--- config.mk ---
export PLATFORM = sky130hd
export DESIGN_NAME = wb_commit_flat
export DESIGN_NICKNAME = d
export VERILOG_FILES = /design/src/rtl/wb_commit_if.sv /design/src/rtl/wb_commit.sv /design/src/flat_wrapper.sv
export SDC_FILE = /design/constraint.sdc
export NUM_CORES = 1
export LEC_CHECK = 0
export CAP_MARGIN = 15
export CORE_MARGIN = 4
export CORE_UTILIZATION = 55
export CTS_CLUSTER_SIZE = 24
export DETAILED_ROUTE_END_ITERATION = 10
export DONT_BUFFER_PORTS = 1
export MAX_ROUTING_LAYER = met4
export PLACE_DENSITY_LB_ADDON = 0.15
export SLEW_MARGIN = 20
export SYNTH_ARGS = -nofsm -noshare
export SYNTH_HDL_FRONTEND = slang
export SYNTH_SLANG_ARGS = --single-unit
export TNS_END_PERCENT = 100
--- constraint.sdc ---
create_clock -name clk -period 5.8 [get_ports clk]
set_input_delay 1.16 -clock clk [delete_from_list [all_inputs] [get_ports clk]]
set_output_delay 1.16 -clock clk [all_outputs]
set_load 0.005 [all_outputs]
--- src/rtl/wb_commit_if.sv ---
// Writeback bus between the execution ways, the commit buffer and the RegFile write ports.
// The master side is the producer/RegFile environment; the slave side is the commit buffer.
interface wb_commit_if #(
   parameter int DEPTH = 4
);
   logic                       way0_wbValid_i;
   logic                       way0_rdWriteEnable_i;
   logic [4:0]                 way0_rdAddr_i;
   logic [63:0]                way0_rdData_i;
   logic                       way1_wbValid_i;
   logic                       way1_rdWriteEnable_i;
   logic [4:0]                 way1_rdAddr_i;
   logic [63:0]                way1_rdData_i;
   logic                       wbReady_o;
   logic                       wbStall_i;
   logic                       way0_rdWriteEnable_o;
   logic [4:0]                 way0_rdAddr_o;
   logic [63:0]                way0_rdData_o;
   logic                       way1_rdWriteEnable_o;
   logic [4:0]                 way1_rdAddr_o;
   logic [63:0]                way1_rdData_o;
   logic [$clog2(DEPTH):0]     wbPending_o;

   modport master (
      output way0_wbValid_i, way0_rdWriteEnable_i, way0_rdAddr_i, way0_rdData_i,
      output way1_wbValid_i, way1_rdWriteEnable_i, way1_rdAddr_i, way1_rdData_i,
      output wbStall_i,
      input  wbReady_o, wbPending_o,
      input  way0_rdWriteEnable_o, way0_rdAddr_o, way0_rdData_o,
      input  way1_rdWriteEnable_o, way1_rdAddr_o, way1_rdData_o
   );

   modport slave (
      input  way0_wbValid_i, way0_rdWriteEnable_i, way0_rdAddr_i, way0_rdData_i,
      input  way1_wbValid_i, way1_rdWriteEnable_i, way1_rdAddr_i, way1_rdData_i,
      input  wbStall_i,
      output wbReady_o, wbPending_o,
      output way0_rdWriteEnable_o, way0_rdAddr_o, way0_rdData_o,
      output way1_rdWriteEnable_o, way1_rdAddr_o, way1_rdData_o
   );
endinterface

--- src/rtl/wb_commit.sv ---
// Dual-issue writeback commit buffer: in-order FIFO taking up to two results and
// draining up to two RegFile writes per cycle, with the younger write winning on equal rd.
module wb_commit #(
   parameter int DEPTH = 4
) (
   input  logic        clk,
   input  logic        reset_n,
   wb_commit_if.slave  bus
);
   localparam int PW = $clog2(DEPTH);
   localparam int CW = PW + 1;

   logic [68:0]   entryMem [DEPTH];
   logic [PW-1:0] headReg, tailReg;
   logic [CW-1:0] countReg;

   logic          store0, store1, accept, push0, push1;
   logic          present0, present1;
   logic [PW-1:0] headNext1, tailNext1, wr1Idx;
   logic [1:0]    pushCnt, popCnt;
   logic [68:0]   entry0, entry1;

   assign store0 = bus.way0_wbValid_i & bus.way0_rdWriteEnable_i & (bus.way0_rdAddr_i != 5'd0);
   assign store1 = bus.way1_wbValid_i & bus.way1_rdWriteEnable_i & (bus.way1_rdAddr_i != 5'd0);

   // Readiness depends only on registered occupancy so producers never see a comb loop.
   assign accept = (countReg <= CW'(DEPTH - 2));
   assign push0  = accept & store0;
   assign push1  = accept & store1;

   assign tailNext1 = tailReg + PW'(1);
   assign headNext1 = headReg + PW'(1);
   assign wr1Idx    = push0 ? tailNext1 : tailReg;
   assign pushCnt   = {1'b0, push0} + {1'b0, push1};

   assign present0 = ~bus.wbStall_i & (countReg >= CW'(1));
   assign present1 = ~bus.wbStall_i & (countReg >= CW'(2));
   assign popCnt   = {1'b0, present0} + {1'b0, present1};

   assign entry0 = entryMem[headReg];
   assign entry1 = entryMem[headNext1];

   assign bus.wbReady_o            = accept;
   assign bus.wbPending_o          = countReg;
   assign bus.way0_rdAddr_o        = entry0[68:64];
   assign bus.way0_rdData_o        = entry0[63:0];
   assign bus.way1_rdAddr_o        = entry1[68:64];
   assign bus.way1_rdData_o        = entry1[63:0];
   // The older write is suppressed when the younger one targets the same register.
   assign bus.way0_rdWriteEnable_o = present0 & ~(present1 & (entry0[68:64] == entry1[68:64]));
   assign bus.way1_rdWriteEnable_o = present1;

   always_ff @(posedge clk) begin
      if (push0) entryMem[tailReg] <= {bus.way0_rdAddr_i, bus.way0_rdData_i};
      if (push1) entryMem[wr1Idx]  <= {bus.way1_rdAddr_i, bus.way1_rdData_i};
   end

   always_ff @(posedge clk or negedge reset_n) begin
      if (!reset_n) begin
         headReg  <= '0;
         tailReg  <= '0;
         countReg <= '0;
      end else begin
         headReg  <= headReg + PW'(popCnt);
         tailReg  <= tailReg + PW'(pushCnt);
         countReg <= countReg + CW'(pushCnt) - CW'(popCnt);
      end
   end
endmodule

--- src/flat_wrapper.sv ---
// flat-port wrapper written by rule: the top's interface ports become plain ports
module wb_commit_flat 
#(
   parameter int DEPTH = 4
)
  (clk, reset_n, bus_way0_wbValid_i, bus_way0_rdWriteEnable_i, bus_way0_rdAddr_i, bus_way0_rdData_i, bus_way1_wbValid_i, bus_way1_rdWriteEnable_i, bus_way1_rdAddr_i, bus_way1_rdData_i, bus_wbStall_i, bus_wbReady_o, bus_wbPending_o, bus_way0_rdWriteEnable_o, bus_way0_rdAddr_o, bus_way0_rdData_o, bus_way1_rdWriteEnable_o, bus_way1_rdAddr_o, bus_way1_rdData_o);
  wb_commit_if #(.DEPTH(DEPTH)) bus_i ();
  input  logic clk;
  input  logic reset_n;
  input wire logic [$bits(bus_i.way0_wbValid_i)-1:0] bus_way0_wbValid_i;
  input wire logic [$bits(bus_i.way0_rdWriteEnable_i)-1:0] bus_way0_rdWriteEnable_i;
  input wire logic [$bits(bus_i.way0_rdAddr_i)-1:0] bus_way0_rdAddr_i;
  input wire logic [$bits(bus_i.way0_rdData_i)-1:0] bus_way0_rdData_i;
  input wire logic [$bits(bus_i.way1_wbValid_i)-1:0] bus_way1_wbValid_i;
  input wire logic [$bits(bus_i.way1_rdWriteEnable_i)-1:0] bus_way1_rdWriteEnable_i;
  input wire logic [$bits(bus_i.way1_rdAddr_i)-1:0] bus_way1_rdAddr_i;
  input wire logic [$bits(bus_i.way1_rdData_i)-1:0] bus_way1_rdData_i;
  input wire logic [$bits(bus_i.wbStall_i)-1:0] bus_wbStall_i;
  output wire logic [$bits(bus_i.wbReady_o)-1:0] bus_wbReady_o;
  output wire logic [$bits(bus_i.wbPending_o)-1:0] bus_wbPending_o;
  output wire logic [$bits(bus_i.way0_rdWriteEnable_o)-1:0] bus_way0_rdWriteEnable_o;
  output wire logic [$bits(bus_i.way0_rdAddr_o)-1:0] bus_way0_rdAddr_o;
  output wire logic [$bits(bus_i.way0_rdData_o)-1:0] bus_way0_rdData_o;
  output wire logic [$bits(bus_i.way1_rdWriteEnable_o)-1:0] bus_way1_rdWriteEnable_o;
  output wire logic [$bits(bus_i.way1_rdAddr_o)-1:0] bus_way1_rdAddr_o;
  output wire logic [$bits(bus_i.way1_rdData_o)-1:0] bus_way1_rdData_o;
  assign bus_i.way0_wbValid_i = bus_way0_wbValid_i;
  assign bus_i.way0_rdWriteEnable_i = bus_way0_rdWriteEnable_i;
  assign bus_i.way0_rdAddr_i = bus_way0_rdAddr_i;
  assign bus_i.way0_rdData_i = bus_way0_rdData_i;
  assign bus_i.way1_wbValid_i = bus_way1_wbValid_i;
  assign bus_i.way1_rdWriteEnable_i = bus_way1_rdWriteEnable_i;
  assign bus_i.way1_rdAddr_i = bus_way1_rdAddr_i;
  assign bus_i.way1_rdData_i = bus_way1_rdData_i;
  assign bus_i.wbStall_i = bus_wbStall_i;
  assign bus_wbReady_o = bus_i.wbReady_o;
  assign bus_wbPending_o = bus_i.wbPending_o;
  assign bus_way0_rdWriteEnable_o = bus_i.way0_rdWriteEnable_o;
  assign bus_way0_rdAddr_o = bus_i.way0_rdAddr_o;
  assign bus_way0_rdData_o = bus_i.way0_rdData_o;
  assign bus_way1_rdWriteEnable_o = bus_i.way1_rdWriteEnable_o;
  assign bus_way1_rdAddr_o = bus_i.way1_rdAddr_o;
  assign bus_way1_rdData_o = bus_i.way1_rdData_o;
  wb_commit #(.DEPTH(DEPTH)) u_core (.clk(clk), .reset_n(reset_n), .bus(bus_i));
endmodule
# After elaboration in Yosys (flattened, before gate mapping)
# Memories as Yosys holds them, arrays and structs flattened.
# Cells that the tools add are included.
dict set report classes {
  bitwise 12
  n_addsub 8
  muxes 5
  eq_ne 1
  order_cmp 3
  n_reduce_logical 2
}
# op n
set op_table {}
lappend op_table {{1-bit AND} 10}
lappend op_table {{5-bit nonzero test} 2}
lappend op_table {{5-bit == test} 1}
lappend op_table {{1-bit by 1-bit adder with 2-bit output} 2}
lappend op_table {{2-bit by 1-bit adder with 2-bit output (second input constant)} 2}
lappend op_table {{2-bit adder} 2}
lappend op_table {{1-bit two-way mux} 4}
lappend op_table {{3-bit by 2-bit adder with 3-bit output} 1}
lappend op_table {{3-bit by 1-bit >= comparator with 1-bit output (second input constant)} 1}
lappend op_table {{3-bit by 2-bit >= comparator with 1-bit output (second input constant)} 1}
lappend op_table {{3-bit by 2-bit <= comparator with 1-bit output (second input constant)} 1}
lappend op_table {{3-bit by 2-bit subtractor with 3-bit output} 1}
lappend op_table {{2-bit two-way mux} 1}
lappend op_table {{1-bit NOT} 2}
dict set report word_totals {
  wordCells 35
  n_memories 1
  inputBits 145
  ramBits 276
  ff_bits 7
}
# memory depth word_bits read_ports rd_clocked_by_memory_dff write_ports line_no
set memory_table {}
lappend memory_table {u_core.entryMem 4 69 2 0 2 wb_commit.sv:13} ;# logic [68:0] entryMem [DEPTH];

# Logic depth before layout (Yosys ltp)
# Gate-level depths: netlist of the first run.
dict set report logic_depth {
  ltp_word 6
  depth_mapped 10
  ltp_nobuf 10
}

# Worst setup path before layout of the first run
# Ideal clock, no wire load.
dict set report synth_path {
  kind {input-to-reg}
  startpoint {input bus_way0_rdAddr_i[1]}
  endpoint {memory u_core.entryMem[3][0] (enable)}
  stages 4
  path_buffers 0
  path_slack_ns -0.086
  setup_ns 0.520
  arrival_ns 5.366
  required_time_ns 5.280
  path_cell_list {or4_4 -> o211ai_4 -> nand3_2 -> o22ai_1}
}
# element line_no
set synth_lines {}
lappend synth_lines {{start, declared} flat_wrapper.sv:12} ;# input wire logic [$bits(bus_i.way0_rdAddr_i)-1:0] bus_way0_rdAddr_i;
lappend synth_lines {{end, declared} wb_commit.sv:13}

==> results of run 1 <==
## power breakdown
part	leakage, nW	total (mW)	switching [mW]	internal, mW
clock	0.422	1.73	0.764	0.962
sequential	2.58	2.92	0.321	2.60
combinational	2.62	2.66	1.29	1.37
## stage by stage
step	setup TNS [ps]	setup WS [ps]	utilization, %	cells	power [mW]
after global routing	0	1530	60.2	1239	7.66
after global placement	0	1180	57.2	1186	5.58
after floorplan	-11880	-86.1	-	848	4.98
final	0	1680	60.2	1239	7.30
after detailed placement	0	1110	57.2	1186	5.68
after CTS	0	1650	60.2	1239	7.39
## flip-flops by register name (all words and copies together) (netlist names)
register                count
u_core.entryMem           276
u_core.bus.wbPending_o      3
u_core.headReg              2
u_core.tailReg              2
## worst reg2reg max path, delay by kind of cell, from the launching register on
family / cells / cell delay, ps
AND/OR/NAND/NOR: 2 / 1500
multiplexers: 1 / 300
adder cells (fa/ha/maj): 1 / 420
buffers and inverters: 2 / 620
flip-flops: 1 / 610
## logic make-up after synthesis
| logic type | count (synthesis) | share of synthesized area (%) |
|---|---|---|
| xor+xnor | 15 | 0.824 |
| flops | 283 | 53.1 |
| simple gates | 20 | 0.722 |
| fa+ha+maj | 12 | 1.04 |
| compound gates | 26 | 1.29 |
| buf+inv | 78 | 2.46 |
| mux | 414 | 40.6 |
## final cells by class
type | instances | area [um2]
Clock inverter | 15 | 100
Tap cell | 384 | 480
Sequential cell | 283 | 8470
Clock buffer | 38 | 759
Timing Repair Buffer | 19 | 193
Multi-Input combinational cell | 487 | 7170
Fill cell | 2030 | 11400
Inverter | 13 | 48.8
## routing by layer
layer | track usage, % | routed length, um | vias up
li1 | - | - | 3539
met4 | 7.48 | 1270 | 0
met2 | 39.2 | 19000 | 333
met1 | 26.7 | 13000 | 4457
met3 | 8.22 | 3880 | 74
met5 | - | 0 | -
## cells in the mapped netlist, types with 3 or more instances
master	count
edfxtp_1	276
inv_1	12
xor2_1	5
a21oi_1	4
mux2_2	197
dfrtp_1	7
xnor2_1	10
mux4_2	137
ha_1	10
nand3_1	3
nor2_1	3
buf_6	9
o22ai_1	3
mux2_4	72
o31ai_1	3
mux2_1	7
nand2_1	5
buf_1	19
buf_2	20
clkbuf_1	15
## worst max path at each step
stage / start / to / depth (start not counted)
6_report: bus_way0_rdAddr_i[1] / u_core.entryMem[0][6]$_DFFE_PP_ / 7
3_3_place_gp: bus_way0_rdAddr_i[1] / u_core.entryMem[0][63]$_DFFE_PP_ / 7
3_5_place_dp: bus_way0_rdAddr_i[1] / u_core.entryMem[0][63]$_DFFE_PP_ / 7
4_1_cts: u_core.headReg[0]$_DFF_PN0_ / bus_way0_rdAddr_o[0] / 2
5_1_grt: u_core.headReg[0]$_DFF_PN0_ / bus_way0_rdWriteEnable_o / 4
2_1_floorplan: bus_way0_rdAddr_i[1] / u_core.entryMem[3][0]$_DFFE_PP_ / 4
## placed cells by master (no fill, tap or decap), drive strengths merged, types with 4 or more instances in the layout
master	count
edfxtp	276
ha	10
nand2	5
xor2	5
buf	19
xnor2	10
dfrtp	7
mux4	137
a21oi	4
inv	13
nand3	4
mux2	276
clkinv	13
clkbuf	38
==> impl_table.tex, run 1 <==
\begin{tabular}{lr}
\hline
Metric & Value \\
\hline
\multicolumn{2}{l}{\textbf{Setup path}} \\
Register-to-register setup slack & just over 2000 ps \\
Largest stage delay, worst path & between 900 and 1000 ps \\
Cells along the critical path & or4\_4 > o211ai\_4 > inv\_2 > xnor2\_1 > nand3\_4 > nand2\_4 > buf\_4 \\
Number of cells on the worst reg-to-reg path & 6 \\
Critical Path End Type & register \\
Arrival @ worst endpoint & $\sim$4400 ps \\
Class of the most critical setup path & in2reg \\
Critical path launch point type & input port \\
Buffers and inverters on the worst path & 2 \\
Endpoint of the worst register-to-register path & u\_core.entryMem[0][6]\$\_DFFE\_PP\_ \\
Crit Reg-Reg Startpoint & u\_core.tailReg[0]\$\_DFF\_PN0\_ \\
Largest fanout on the critical path & 52 \\
Critical Path Slowest Stage Cell & nand2\_4 \\
Critical path's top delay family & simple AND/OR/NAND/NOR gates \\
Critical Path RT & approximately 6000 ps \\
\multicolumn{2}{l}{\textbf{Min path}} \\
Worst hold path class & in2async \\
\multicolumn{2}{l}{\textbf{Global route}} \\
Gr ovfl total & 0 \\
Total GRT Usage & between 20\% and 30\% \\
Vias in the first global route & approximately 9,200 \\
Initial antenna violation count & 0 \\
First-pass GRT wire length & 54,900 um \\
Maximum number of pins on one net before global-route repair & 62 \\
\multicolumn{2}{l}{\textbf{Power and ir drop}} \\
Leak Pwr & 5.62 nW \\
Pwr per Cell Area & about 420 nW/um2 \\
Peak VDD IR & between 0.3 and 0.4 mV \\
\multicolumn{2}{l}{\textbf{Detailed routing}} \\
Post-detailed-route wirelength per cell & around 30 um \\
Final wirelength & 37,200 um \\
Number of design rule violations left after detail routing & 0 \\
Detailed Routing Iterations Pass 1 & 5 \\
Drt via density & 6.78 \\
Vias & 8,403 \\
Number of DRC violations after detailed-routing iteration 0 & about 550 \\
Post-detailed-route count of antenna-violating nets & 0 \\
\multicolumn{2}{l}{\textbf{Place}} \\
Weighted congestion reported at the end of routability-driven placement & $\sim$0.81 \\
Placed cell area & 16,400 um2 \\
Buffers added on ports & 0 \\
HPWL Detailed & between 20,000 and 25,000 um \\
\multicolumn{2}{l}{\textbf{Clock tree}} \\
Number of H-tree branching levels & 1 \\
CTS max path bufs & 3 \\
Clock tree from TritonCTS & done \\
Post-CTS setup buffer count & 0 \\
Clock insertion delay at the later pin of the skew report & about 540 ps \\
Number of sinks handled by clock tree synthesis & roughly 280 \\
Clock slew seen by the registers of the worst setup and hold paths & around 60 ps \\
Resized cells post-CTS & 0 \\
Number of buffers created by CTS & 29 \\
Root buf cell & clkbuf\_16 \\
CTS Hold Bufs & 0 \\
\multicolumn{2}{l}{\textbf{Timing}} \\
Worst hold slack after final layout & between 300 and 400 ps \\
Count of pins over their slew limit & 0 \\
Worst clock skew & between 9 and 10 ps \\
Final-report hold violation count & 0 \\
Final Setup Violations & 0 \\
Max Fclk & 243 MHz \\
Max-Slew Margin vs Limit & a little over a quarter \\
Unrepaired setup endpoints after global routing & false \\
Transition at the pin with the smallest max-transition slack & 1100 ps \\
Clock period minus final worst setup slack & a little over 4000 ps \\
Part of the cycle the worst path needs & 71.0\% \\
\multicolumn{2}{l}{\textbf{Synthesis}} \\
Share of synthesized flip-flops with an asynchronous set or reset & $\sim$2.5\% \\
Number of instances in the synthesized netlist & 848 \\
Portion of the post-synthesis area used by sequential elements & 53.1\% \\
Number of flip-flops and latches in the synthesized netlist & $\sim$280 \\
Yosys top cell area share & 52.0\% \\
Nets in the synthesized netlist & 1,005 \\
Synthesis warning total & 0 \\
Average cell area after synthesis & around 19 um2 \\
Number of distinct standard cells referenced by the synthesized netlist & 47 \\
EDFF count, synth & roughly 280 \\
Total standard cell area after synthesis & $\sim$16,000 um2 \\
Top area cells in the synthesized netlist & edfxtp\_1 (52\%), mux4\_2 (19\%), mux2\_2 (14\%), mux2\_4 (6.8\%), dfrtp\_1 (1.1\%) \\
Biggest area consumer among synthesized cells & edfxtp\_1 \\
Primary flip-flop cell chosen by synthesis mapping & edfxtp\_1 \\
\multicolumn{2}{l}{\textbf{Floorplan}} \\
Overall die area & about 32,000 um2 \\
Initial Utilization & between 50\% and 60\% \\
FP Rows & 62 \\
Floorplan die height & about 180 um \\
Overall die width & between 150 and 200 um \\
Core Region & between 20,000 and 30,000 um2 \\
I/O pin count & 289 \\
\multicolumn{2}{l}{\textbf{Final layout}} \\
Final design instance area without fill & between 15,000 and 20,000 um2 \\
Layout cells sized above 1 & 55.9\% \\
Number of diodes & 0 \\
Area overhead of the layout relative to synthesis & 7.97\% \\
\# nets final & 990 \\
\multicolumn{2}{l}{\textbf{Run}} \\
Max Cap Violations & 0 \\
\multicolumn{2}{l}{\textbf{Status}} \\
Result of the run & finished clean \\
\hline
\end{tabular}
Power figures use the tool's default switching activity.
==> inputs of run 2 (changes only) <==
Clock period 5.8 ns to 4.3 ns, I/O delays scaled along.
==> run 2 against run 1 <==
Register-to-register slack lost 850 ps. First-iteration DRC count grew 6.3%. Hold slack gained 210 ps. Global-route usage grew 0.51 points. Critical path type is now reg2out.
==> impl_table.tex, run 2 (synthesized netlist as in run 1, its figures left out) <==
\begin{tabular}{lr}
\hline
Metric & Value \\
\hline
\multicolumn{2}{l}{\textbf{Final layout}} \\
Count of filler cells inserted in the layout & 2,008 (was 2,030) \\
Area taken by multi-input logic gates & 7170 um2 (unchanged) \\
Flip-flop and latch area & 8470 um2 (unchanged) \\
Layout cells sized above 1 & 55.7\% (was 55.9\%) \\
Most frequent standard cell in the layout excluding fill and tap cells & edfxtp\_1 (unchanged) \\
Max FFs per register & 276 (unchanged) \\
Most frequent cells in the layout & edfxtp\_1 (276), mux2\_2 (197), mux4\_2 (137) (unchanged) \\
\# nets final & 994 (was 990) \\
Number of diodes & 0 (unchanged) \\
Final core utilization & 60.6\% (was 60.2\%) \\
Register with the most flip-flops & u\_core.entryMem (unchanged) \\
Final design instance area without fill & 17,300 um2 (was 17,200 um2) \\
Final Non-Filler Cells & 1,242 (was 1,239) \\
Area overhead of the layout relative to synthesis & 8.76\% (was 7.97\%) \\
\multicolumn{2}{l}{\textbf{Setup path}} \\
Setup crit start & u\_core.headReg[0]\$\_DFF\_PN0\_ (was bus\_way0\_rdAddr\_i[1]) \\
Critical path's top delay family & flip-flops (was simple AND/OR/NAND/NOR gates) \\
Critical Path RT & 3440 ps (was 6030 ps) \\
Endpoint of the worst register-to-register path & u\_core.entryMem[2][57]\$\_DFFE\_PP\_ (was u\_core.entryMem[0][6]\$\_DFFE\_PP\_) \\
Class of the most critical setup path & reg2out (was in2reg) \\
Largest fanout on the critical path & 82 (was 52) \\
Critical Path Slowest Stage Cell & dfrtp\_4 (was nand2\_4) \\
Crit Reg-Reg Startpoint & u\_core.bus.wbPending\_o[1]\$\_DFF\_PN0\_ (was u\_core.tailReg[0]\$\_DFF\_PN0\_) \\
Worst setup path endpoint & bus\_way0\_rdWriteEnable\_o (was u\_core.entryMem[0][6]\$\_DFFE\_PP\_) \\
Largest stage delay, worst path & 760 ps (was 930 ps) \\
Arrival @ worst endpoint & 2640 ps (was 4360 ps) \\
Cells along the critical path & buf\_12 > nor3b\_1 > a311oi\_1 > a21oi\_1 > o31a\_1 (was or4\_4 > o211ai\_4 > inv\_2 > xnor2\_1 > nand3\_4 > nand2\_4 > buf\_4) \\
Buffers and inverters on the worst path & 1 (was 2) \\
Number of cells on the worst reg-to-reg path & 6 (unchanged) \\
Critical path launch point type & register (was input port) \\
Register-to-register setup slack & 1190 ps (was 2040 ps) \\
Critical Path End Type & output pin (was register) \\
Worst path depth & 5 (was 7) \\
\multicolumn{2}{l}{\textbf{Global route}} \\
Maximum number of pins on one net before global-route repair & 83 (was 62) \\
Vias in the first global route & 9,108 (was 9,158) \\
First-pass GRT wire length & 55,900 um (was 54,900 um) \\
Initial antenna violation count & 0 (unchanged) \\
Total GRT Usage & 24.0\% (was 23.5\%) \\
Gr ovfl total & 0 (unchanged) \\
\multicolumn{2}{l}{\textbf{Timing}} \\
Max-Slew Margin vs Limit & 50.5\% (was 26.6\%) \\
Setup slack of the critical path after layout & 803 ps (was 1680 ps) \\
Count of pins over their slew limit & 0 (unchanged) \\
Part of the cycle the worst path needs & 81.3\% \\
Worst clock skew & 6.45 ps (was 9.95 ps) \\
Final Setup Violations & 0 (unchanged) \\
Transition at the pin with the smallest max-transition slack & 743 ps (was 1100 ps) \\
Final-report hold violation count & 0 (unchanged) \\
Total negative slack for setup checks & 0 ps (unchanged) \\
Max Fclk & approximately 290 MHz \\
Worst hold slack after final layout & 516 ps (was 306 ps) \\
Unrepaired setup endpoints after global routing & false (unchanged) \\
Clock period minus final worst setup slack & 3500 ps \\
\multicolumn{2}{l}{\textbf{Power and ir drop}} \\
Pwr per Cell Area & 579 nW/um2 (was 424 nW/um2) \\
Leak Pwr & 5.67 nW (was 5.62 nW) \\
Peak VDD IR & 0.382 mV (was 0.308 mV) \\
Post-layout power & 10.0 mW (was 7.30 mW) \\
\multicolumn{2}{l}{\textbf{Detailed routing}} \\
Vias & 8,479 (was 8,403) \\
Post-detailed-route wirelength per cell & 30.4 um (was 30.0 um) \\
Drt via density & 6.83 (was 6.78) \\
Final wirelength & 37,800 um (was 37,200 um) \\
Detailed Routing Iterations Pass 1 & 4 (was 5) \\
Number of DRC violations after detailed-routing iteration 0 & 587 (was 552) \\
Number of design rule violations left after detail routing & 0 (unchanged) \\
Post-detailed-route count of antenna-violating nets & 0 (unchanged) \\
\multicolumn{2}{l}{\textbf{Floorplan}} \\
Initial Utilization & 55.7\% (unchanged) \\
Floorplan die height & 178 um (unchanged) \\
Overall die area & 31,800 um2 (unchanged) \\
FP Rows & 62 (unchanged) \\
Core Region & 28,600 um2 (unchanged) \\
Overall die width & 178 um (unchanged) \\
I/O pin count & 289 (unchanged) \\
\multicolumn{2}{l}{\textbf{Clock tree}} \\
Clock slew seen by the registers of the worst setup and hold paths & 60 ps (about the same) \\
Number of buffers created by CTS & 31 (was 29) \\
Clock tree from TritonCTS & done (unchanged) \\
Number of sinks handled by clock tree synthesis & 283 (unchanged) \\
Post-CTS setup buffer count & 0 (unchanged) \\
Clock insertion delay at the later pin of the skew report & 550 ps (was 540 ps) \\
Number of H-tree branching levels & 1 (unchanged) \\
CTS max path bufs & 3 (unchanged) \\
Root buf cell & clkbuf\_16 (unchanged) \\
\multicolumn{2}{l}{\textbf{Place}} \\
Post-Place Setup Slack & 633 ps (was 1110 ps) \\
Weighted congestion reported at the end of routability-driven placement & 0.793 (was 0.809) \\
HPWL Detailed & 24,400 um (about the same) \\
Placed cell area & 16,400 um2 (about the same) \\
Number of placed instances with taps included & 1,187 (was 1,186) \\
Buffers added on ports & 0 (unchanged) \\
\multicolumn{2}{l}{\textbf{Min path}} \\
Worst hold path class & in2reg (was in2async) \\
\multicolumn{2}{l}{\textbf{Run}} \\
Max Cap Violations & 0 (unchanged) \\
\multicolumn{2}{l}{\textbf{Status}} \\
Result of the run & finished clean (unchanged) \\
\hline
\end{tabular}
[run 2: area by class of cell]
class,instances,area share [%]
Clock inverter,13,0.671
Multi-Input combinational cell,487,41.3
Inverter,13,0.281
Timing Repair Buffer,21,1.43
Sequential cell,283,48.8
Clock buffer,41,4.69
Tap cell,384,2.77
[run 2: worst min path at each step]
stage	startpoint	to	cells after the start
after floorplan	u_core.bus.wbPending_o[2]$_DFF_PN0_	u_core.bus.wbPending_o[2]$_DFF_PN0_	1
after global placement	reset_n	u_core.bus.wbPending_o[2]$_DFF_PN0_	0
after detailed placement	reset_n	u_core.bus.wbPending_o[0]$_DFF_PN0_	0
after CTS	bus_way0_rdAddr_i[3]	u_core.entryMem[1][67]$_DFFE_PP_	1
after global routing	bus_way1_rdData_i[43]	u_core.entryMem[1][43]$_DFFE_PP_	1
final	bus_way0_rdData_i[38]	u_core.entryMem[1][38]$_DFFE_PP_	1
[run 2: per-layer routing]
layer	up-vias	global-route usage [%]	wire, um
li1	3534	-	-
met1	4513	26.7	13000
met2	359	41.4	19700
met3	73	8.27	3910
met4	0	6.52	1150
met5	-	-	0
[run 2: where the power goes]
part | internal (mW) | leakage [nW] | switching, mW
registers | 3.51 | 2.58 | 0.308
clock network | 1.44 | 0.444 | 1.03
logic | 1.87 | 2.65 | 1.89
[run 2: what timing repair did]
item | CTS | global route
hold buffers | 1 | 0
gates resized for setup | 0 | 0
hold endpoints to repair | 7 | 0
==> inputs of run 3 (changes only) <==
Clock period 4.3 ns to 3.52 ns, I/O delays scaled along.
==> run 3 against run 2 <==
Total power is 25% higher. Sequential share of layout area is 0.72 points lower. Combinational power is 23% higher. Final area is 1.5% higher. Sequential cell count stayed put. First-iteration DRC count is 12% higher. Clock skew is 2.4 ps higher. Critical path type unchanged. Critical endpoint is now bus_way1_rdData_o[56]. Largest power group unchanged.
==> impl_table.tex, run 3 (synthesized netlist as in run 1, its figures left out) <==
\begin{tabular}{lr}
\hline
Metric & Value \\
\hline
\multicolumn{2}{l}{\textbf{Timing}} \\
Total negative slack for setup checks & 0 ps (unchanged) \\
Clock period minus final worst setup slack & around 3300 ps \\
Unrepaired setup endpoints after global routing & false (unchanged) \\
Worst clock skew & 8.86 ps (was 6.45 ps) \\
Part of the cycle the worst path needs & just over 90\% \\
Count of pins over their slew limit & 0 (unchanged) \\
Setup slack of the critical path after layout & 258 ps (was 803 ps) \\
Max Fclk & $\sim$300 MHz \\
Final-report hold violation count & 0 (unchanged) \\
Max-Slew Margin vs Limit & 52.8\% (was 50.5\%) \\
Final Setup Violations & 0 (unchanged) \\
Transition at the pin with the smallest max-transition slack & 702 ps (was 743 ps) \\
\multicolumn{2}{l}{\textbf{Detailed routing}} \\
Drt via density & 6.76 (was 6.83) \\
Number of design rule violations left after detail routing & 0 (unchanged) \\
Post-detailed-route count of antenna-violating nets & 0 (unchanged) \\
Number of DRC violations after detailed-routing iteration 0 & 656 (was 587) \\
Detailed Routing Iterations Pass 1 & 5 (was 4) \\
Post-detailed-route wirelength per cell & 29.7 um (was 30.4 um) \\
Final wirelength & 37,200 um (was 37,800 um) \\
Vias & 8,474 (was 8,479) \\
\multicolumn{2}{l}{\textbf{Clock tree}} \\
CTS max path bufs & 3 (unchanged) \\
Post-CTS setup buffer count & 0 (unchanged) \\
Clock tree from TritonCTS & done (unchanged) \\
Number of buffers created by CTS & 30 (was 31) \\
Resized cells post-CTS & 0 (unchanged) \\
Clock slew seen by the registers of the worst setup and hold paths & 60 ps (about the same) \\
Root buf cell & clkbuf\_16 (unchanged) \\
Number of sinks handled by clock tree synthesis & 283 (unchanged) \\
Number of H-tree branching levels & 1 (unchanged) \\
Clock insertion delay at the later pin of the skew report & 550 ps (about the same) \\
\multicolumn{2}{l}{\textbf{Power and ir drop}} \\
Pwr per Cell Area & 711 nW/um2 (was 579 nW/um2) \\
Peak VDD IR & 0.442 mV (was 0.382 mV) \\
Leak Pwr & 5.79 nW (was 5.67 nW) \\
\multicolumn{2}{l}{\textbf{Final layout}} \\
Area taken by multi-input logic gates & 7170 um2 (unchanged) \\
Area overhead of the layout relative to synthesis & 10.4\% (was 8.76\%) \\
Most frequent standard cell in the layout excluding fill and tap cells & edfxtp\_1 (unchanged) \\
Final Non-Filler Cells & 1,253 (was 1,242) \\
Flip-flop and latch area & 8470 um2 (unchanged) \\
Final design instance area without fill & 17,600 um2 (was 17,300 um2) \\
Register with the most flip-flops & u\_core.entryMem (unchanged) \\
Most frequent cells in the layout & edfxtp\_1 (276), mux2\_2 (197), mux4\_2 (137) (unchanged) \\
Count of filler cells inserted in the layout & 2,019 (was 2,008) \\
Max FFs per register & 276 (unchanged) \\
\# nets final & 1,001 (was 994) \\
Layout cells sized above 1 & 56.5\% (was 55.7\%) \\
\multicolumn{2}{l}{\textbf{Global route}} \\
Met2 Track Usage GR & 40.7\% (was 41.4\%) \\
Vias in the first global route & 9,078 (was 9,108) \\
Initial antenna violation count & 1 (was 0) \\
Maximum number of pins on one net before global-route repair & 53 (was 83) \\
Most Crowded Layer GR & met2 (unchanged) \\
Global routing met3 resource utilization & 6.55\% (was 8.27\%) \\
Gr ovfl total & 0 (unchanged) \\
First-pass GRT wire length & 55,600 um (was 55,900 um) \\
Met1 GRT Util & 27.9\% (was 26.7\%) \\
Total GRT Usage & 23.7\% (was 24.0\%) \\
\multicolumn{2}{l}{\textbf{Place}} \\
Post-Place Setup Slack & 209 ps (was 633 ps) \\
Weighted congestion reported at the end of routability-driven placement & 0.810 (was 0.793) \\
Placed cell area & 16,600 um2 (was 16,400 um2) \\
Number of placed instances with taps included & 1,195 (was 1,187) \\
HPWL Detailed & 24,200 um (was 24,400 um) \\
Buffers added on ports & 0 (unchanged) \\
\multicolumn{2}{l}{\textbf{Min path}} \\
Worst hold path class & in2reg (unchanged) \\
\multicolumn{2}{l}{\textbf{Floorplan}} \\
Floorplan die height & 178 um (unchanged) \\
FP Rows & 62 (unchanged) \\
Initial Utilization & 55.7\% (unchanged) \\
Overall die area & 31,800 um2 (unchanged) \\
Overall die width & 178 um (unchanged) \\
I/O pin count & 289 (unchanged) \\
Core Region & 28,600 um2 (unchanged) \\
\multicolumn{2}{l}{\textbf{Setup path}} \\
Arrival @ worst endpoint & 2560 ps (was 2640 ps) \\
Critical Path RT & 2820 ps (was 3440 ps) \\
Critical path launch point type & register (unchanged) \\
Largest fanout on the critical path & 52 (was 82) \\
Critical Path End Type & output pin (unchanged) \\
Class of the most critical setup path & reg2out (unchanged) \\
\multicolumn{2}{l}{\textbf{Run}} \\
Max Cap Violations & 0 (unchanged) \\
\multicolumn{2}{l}{\textbf{Status}} \\
Result of the run & finished clean (unchanged) \\
\hline
\end{tabular}
## run 3: changes by cell type in the layout (fill, tap and decap cells not counted)
| cell | change |
|---|---|
| buf_12 | +9 |
| clkbuf_1 | -6 |
| clkinv_1 | +4 |
| bufinv_16 | +3 |
| clkinv_2 | +2 |
| buf_4 | -1 |
| clkinvlp_4 | -1 |
| diode_2 | +1 |
## run 3: layout make-up
type | count | share of cell area (%)
sequential | 283 | 48.1
tap | 384 | 2.73
clock inverter | 21 | 1.27
inverter | 13 | 0.277
timing repair buffer | 29 | 2.39
multi-input combinational | 487 | 40.7
antenna | 1 | 0.0142
clock buffer | 35 | 4.49
## run 3: routing by layer
metal,vias to the layer above,wire (um)
met5,-,0
met4,0,952
met3,67,3310
met2,332,19600
met1,4514,13400
li1,3561,-
## run 3: path summary, 6_finish.rpt
kind / start / endpoint / slack [ps] / cells past startpoint
worst max-delay path: u_core.headReg[0]$_DFF_PN0_ / bus_way1_rdData_o[56] / 260 / 2
worst min register to register: u_core.bus.wbPending_o[2]$_DFF_PN0_ / u_core.bus.wbPending_o[2]$_DFF_PN0_ / 610 / 1
worst min-delay path: bus_way0_rdData_i[51] / u_core.entryMem[1][51]$_DFFE_PP_ / 360 / 1
worst max register to register: u_core.tailReg[0]$_DFF_PN0_ / u_core.entryMem[1][3]$_DFFE_PP_ / 650 / 6
max in group asynchronous: reset_n / u_core.headReg[0]$_DFF_PN0_ / 2730 / 1
min in group asynchronous: reset_n / u_core.bus.wbPending_o[2]$_DFF_PN0_ / 500 / 1
## run 3: timing repair
action | 4_1_cts | 5_1_grt
endpoints found under the hold margin | 7 | 0
hold buffers | 1 | 0
endpoints found under the setup margin | 0 | 0
## run 3: critical path: stages, from the launching register on
cell and delay [ps]:
dfrtp_4 690, buf_4 650, mux4_2 650
## run 3: through the flow
| step | power [mW] | util, % | hold WS, ps |
|---|---|---|---|
| after floorplan | 8.20 | - | 408 |
| after global placement | 9.30 | 57.9 | 409 |
| after detailed placement | 9.43 | 57.9 | 409 |
| after CTS | 12.7 | 61.5 | 331 |
| after global routing | 13.1 | 61.5 | 327 |
| final | 12.5 | 61.5 | 357 |
## run 3: power by group
group / total (mW) / switching [mW] / internal (mW)
sequential: 4.65 / 0.375 / 4.28
combinational: 4.62 / 2.28 / 2.34
clock: 3.24 / 1.28 / 1.96
